## src/rtl/mpmc11_strm_rdbuf.sv

```systemverilog
// Show-ahead stream read buffer for the mpmc11 controller: tags DRAM read beats and presents them over valid/ready.
// Optional MPMC11_STRM_SEQ_TID_EN adds a per-strip sequence number as the beat tranid.
module mpmc11_strm_rdbuf #(
   parameter int         DATA_WIDTH   = 256,
   parameter int         DEPTH        = 16,
   parameter int         AFULL_THRESH = DEPTH - 4,
   parameter logic [5:0] TID_CORE     = 6'h3f
) (
   input  logic                       clk,
   input  logic                       rst,
   input  logic                       wr,
   input  logic [31:0]                wadr,
   input  logic [DATA_WIDTH-1:0]      wdat,
   input  logic                       last_strip,
   input  logic                       resp_rdy,
   input  logic                       clr_ovf,
   output logic                       resp_ack,
   output logic [31:0]                resp_adr,
   output logic [DATA_WIDTH-1:0]      resp_dat,
   output logic [12:0]                resp_tid,
   output logic                       resp_last,
   output logic [$clog2(DEPTH):0]     count,
   output logic                       full,
   output logic                       almost_full,
   output logic                       ovf
);

   localparam int AW = $clog2(DEPTH);
   localparam int CW = AW + 1;

   logic [31:0]           mem_adr  [DEPTH];
   logic [DATA_WIDTH-1:0] mem_dat  [DEPTH];
   logic [3:0]            mem_tid  [DEPTH];
   logic                  mem_last [DEPTH];

   logic [AW-1:0] wptr;
   logic [AW-1:0] rptr;
   logic [CW-1:0] count_n;
   logic          push;
   logic          pop;
   logic [3:0]    push_tid;

   assign pop  = resp_ack & resp_rdy;
   assign push = wr & (~full | pop);

   always_comb begin
      count_n = count;
      case ({push, pop})
         2'b10:   count_n = count + CW'(1);
         2'b01:   count_n = count - CW'(1);
         default: count_n = count;
      endcase
   end

   always_ff @(posedge clk or posedge rst) begin
      if (rst) begin
         wptr        <= '0;
         rptr        <= '0;
         count       <= '0;
         full        <= 1'b0;
         almost_full <= 1'b0;
         ovf         <= 1'b0;
      end else begin
         if (push)
            wptr <= wptr + AW'(1);
         if (pop)
            rptr <= rptr + AW'(1);
         count       <= count_n;
         full        <= (count_n == CW'(DEPTH));
         almost_full <= (count_n >= CW'(AFULL_THRESH));
         // A dropped beat sets the flag even if software clears it in the same cycle
         if (wr & full & ~pop)
            ovf <= 1'b1;
         else if (clr_ovf)
            ovf <= 1'b0;
      end
   end

   always_ff @(posedge clk) begin
      if (push) begin
         mem_adr[wptr]  <= wadr;
         mem_dat[wptr]  <= wdat;
         mem_tid[wptr]  <= push_tid;
         mem_last[wptr] <= last_strip;
      end
   end

`ifdef MPMC11_STRM_SEQ_TID_EN
   // Reset value 0 stands for "next tranid is 1", so the sequence never emits 0
   logic [3:0] seq_cnt;

   assign push_tid = (seq_cnt == 4'd0) ? 4'd1 : seq_cnt;

   always_ff @(posedge clk or posedge rst) begin
      if (rst)
         seq_cnt <= 4'd0;
      else if (push)
         seq_cnt <= (last_strip || push_tid == 4'd15) ? 4'd1 : push_tid + 4'd1;
   end
`else
   assign push_tid = 4'd0;
`endif

   assign resp_ack  = (count != '0);
   assign resp_adr  = resp_ack ? mem_adr[rptr] : '0;
   assign resp_dat  = resp_ack ? mem_dat[rptr] : '0;
   assign resp_tid  = resp_ack ? {TID_CORE, 3'd0, mem_tid[rptr]} : '0;
   assign resp_last = resp_ack ? mem_last[rptr] : 1'b0;

endmodule

```

## config.mk

```make
export PLATFORM = sky130hd
export DESIGN_NAME = mpmc11_strm_rdbuf
export DESIGN_NICKNAME = d
export VERILOG_FILES = /design/src/rtl/mpmc11_strm_rdbuf.sv
export SDC_FILE = /design/constraint.sdc
export NUM_CORES = 2
export LEC_CHECK = 0
export ABC_AREA = 1
export CORE_MARGIN = 8
export CORE_UTILIZATION = 35
export DETAILED_ROUTE_END_ITERATION = 16
export GPL_TIMING_DRIVEN = 0
export PLACE_DENSITY = 0.5
export SLEW_MARGIN = 5
export SYNTH_ARGS = -nofsm -noshare
export SYNTH_HDL_FRONTEND = slang
export SYNTH_MEMORY_MAX_BITS = 65536
export SYNTH_SLANG_ARGS = --single-unit
```

## constraint.sdc

```tcl
create_clock -name clk -period 16.45 [get_ports clk]
set_input_delay 3.29 -clock clk [delete_from_list [all_inputs] [get_ports clk]]
set_output_delay 3.29 -clock clk [all_outputs]
set_load 0.005 [all_outputs]
```

==> impl_metrics.ini <==
[critical_path]
cp.arrival_ps = 6690
worstPathMaxFanout = 10
start_kind = flip-flop
end_kind = primary output
critPathKind = reg2out
required_ps = 13160

[clock_network]
cts.sink_count = 4640
cts.reportedPaths.clkPinSlew_ps = 50
cts.repair_timing.setup_buffer_count = 0
cts-htree-levels = 6
cts.hold.buffers_added = 0
cts_tree = yes
postCtsResizedCells = 0
clock_tree.buffer_depth = 4
clkLatencyLatePin_ps = 1040
cts_root_buffer = clkbuf_16
cts_buffers = 524

[sta]
min_period_ps = 9980
unrepaired_setup_endpoints_after_global_routing = false
fmax_mhz = 100
timing.final.hold_violations = 0
transition_time_of_the_tightest_slew_check_pin_ps = 1520
setup_viol_count_final = 0
final_min_period_over_clock_period_pct = 60.7
final_critical_path_setup_slack_ps = 6470
timing.clock.skew_ps = 49.5
timing_max_transition_violations_final = 2
slew-limit-headroom_pct = -1.35

[synth]
synth_seq_area_share_pct = 76.2
ys_types = 25
syn-mean-instance-area_um2 = 13.0
yosys_warnings = 0
netlist_area_um2 = 183000
postSynthCellCount = 14000
synth.ff_latch_count = 4640
post_synth_main_area_contributors = edfxtp_1 76%, nor2_1 7.5%, o211ai_1 3.6%
post-synth-top-area-cell = edfxtp_1
synth.top_cell.area_share_pct = 76.0

[grt]
global_route.overflow_total = 0
grt_pass1_wl_mm = 935
grt_start_max_net_pins = 26
gr-usage-all-layers_pct = 24.0
via_count_of_the_first_global_routing_pass = 117000
antenna_found_initial = 124

[layout]
nNetsFinal = 15700
fillerInstances = 48200
ff_latch_area_um2 = 139000
final_layout_size_suffix_gt1_share_pct = 8.23
flow.area_growth_from_synthesis_pct = 20.5
multi_input_comb_area_um2 = 38600
postLayoutCellArea_um2 = 220000
most_common_library_cell_in_the_layout_ignoring_fill_and_taps = edfxtp_1
mostFrequentLayoutCells = 4624 x edfxtp_1, 3628 x nor2_1, 1158 x o21ai_0, 1158 x o21ai_1, 868 x o211ai_1

[place]
gp_congestion = 0.797
placedInstanceArea_um2 = 204000
pre_cts_ws_ps = 7460
dpl.hpwl_mm = 474
port_buffers = 597

[route]
violation_count_after_the_first_detailed_routing_iteration = 12800
remaining_drc_errors = 0
firstDrtPassIters = 6
num_vias = 122000
route.detailed.wl_per_inst_um = 29.8
ant_nets = 0
wl_mm = 679
detail_route.vias_per_cell = 5.34

[floorplanning]
core-area_um2 = 520000
floorplan.die_area_um2 = 545000
die_h_um = 738
initial_core_util_pct = 35.1
die_x_um = 738
design.portCount = 605
num_rows = 265

[power]
finalPower_mw = 43.4
power_density_nw_per_um2 = 197
worst_ir_drop_vdd_v = 0.000132
leakagePower_nw = 70.3

[job]
max_cap_violations = 1

[min_path]
worstHoldPathType = reg2reg

[run_status]
violations = capacitance limit, slew limit
result_of_the_run = finished, violations left
==> power breakdown <==
group | switching [mW] | total [mW] | leakage, nW | internal, mW
clock network | 4.87 | 11.1 | 7.81 | 6.26
registers | 0.214 | 14.4 | 42.0 | 14.2
logic | 12.5 | 17.9 | 20.5 | 5.33
total | 17.6 | 43.4 | 70.3 | 25.8
==> layout make-up <==
type / count / share of cell area [%]
multi-input combinational: 8200 / 17.6
buffer: 1006 / 2.00
sequential: 4640 / 63.3
timing repair buffer: 896 / 5.62
antenna: 50 / 0.0568
inverter: 161 / 0.275
tap: 6942 / 3.95
clock inverter: 262 / 1.03
clock buffer: 662 / 6.27
==> cells by family (layout without fill, tap and decap cells) <==
group	count (synthesis)	in the layout	synth area share, %
buf+inv	1167	2987	2.69
compound gates	3612	3612	11.1
simple gates	4565	4565	9.89
xor+xnor	8	8	0.0384
other cells	1	57	0.00205
fa+ha+maj	8	8	0.0548
flops	4640	4640	76.2
==> per-stage QoR <==
| step | hold WS (ps) | util, % | std cells | setup TNS, ps |
|---|---|---|---|---|
| after detailed placement | 503 | 39.2 | 21800 | 0 |
| after global placement | 511 | 37.9 | 21500 | - |
| after CTS | 516 | 42.3 | 22800 | 0 |
| after global routing | 541 | 42.3 | 22800 | 0 |
| after floorplan | 483 | - | 14000 | -2264210 |
| final | 517 | 42.3 | 22800 | 0 |
==> state kept, by name (all words and copies together), names as in the netlist <==
| signal | cells |
|---|---|
| full | 1 |
| ovf | 1 |
| rptr | 4 |
| mem_last | 16 |
| mem_dat | 4096 |
| almost_full | 1 |
| wptr | 4 |
| count | 5 |
| mem_adr | 512 |
==> critical path, cell delays in order, from the launching register on <==
cell             delay (ps)
dfrtp_1                 560
inv_2                   240
buf_4                   340
buf_4                   320
buf_2                   600
buf_2                   820
buf_2                   440
nor2_1                   70
o211ai_1                170
nand3_1                 130
a21oi_1                1180
clkdlybuf4s50_1         720
==> final timing paths <==
kind	slack, ps	cells past startpoint	start	endpoint
max in group asynchronous	13310	2	rst	rptr[3]
worst max register to register	11850	11	count[2]	mem_dat[7][85]
worst max-delay path	6470	11	rptr[0]	resp_dat[127]
worst min-delay path	520	1	wptr[3]	wptr[3]
worst min register to register	520	1	wptr[3]	wptr[3]
min in group asynchronous	2660	2	rst	ovf
==> metal layers <==
metal	part of all wire [%]	vias up	global-route usage [%]
met5	0.021	-	0
met4	3.7	24	8.42
met3	7.6	926	4.03
met2	47	5027	39.0
met1	42	61600	32.6
li1	-	54400	-
==> synth_stat cells, drive strengths merged <==
library cell  instances
conb                  1
o21ai              2316
nand4                 2
edfxtp             4624
xor2                  6
a21oi               427
or2                   1
buf                 362
nand3b                1
a21boi                1
nand2               179
dfrtp                16
clkinv                1
xnor2                 2
nor2               3644
o211ai              868
ha                    8
nand3               738
inv                 160
clkbuf              644
Power figures use the tool's default switching activity.
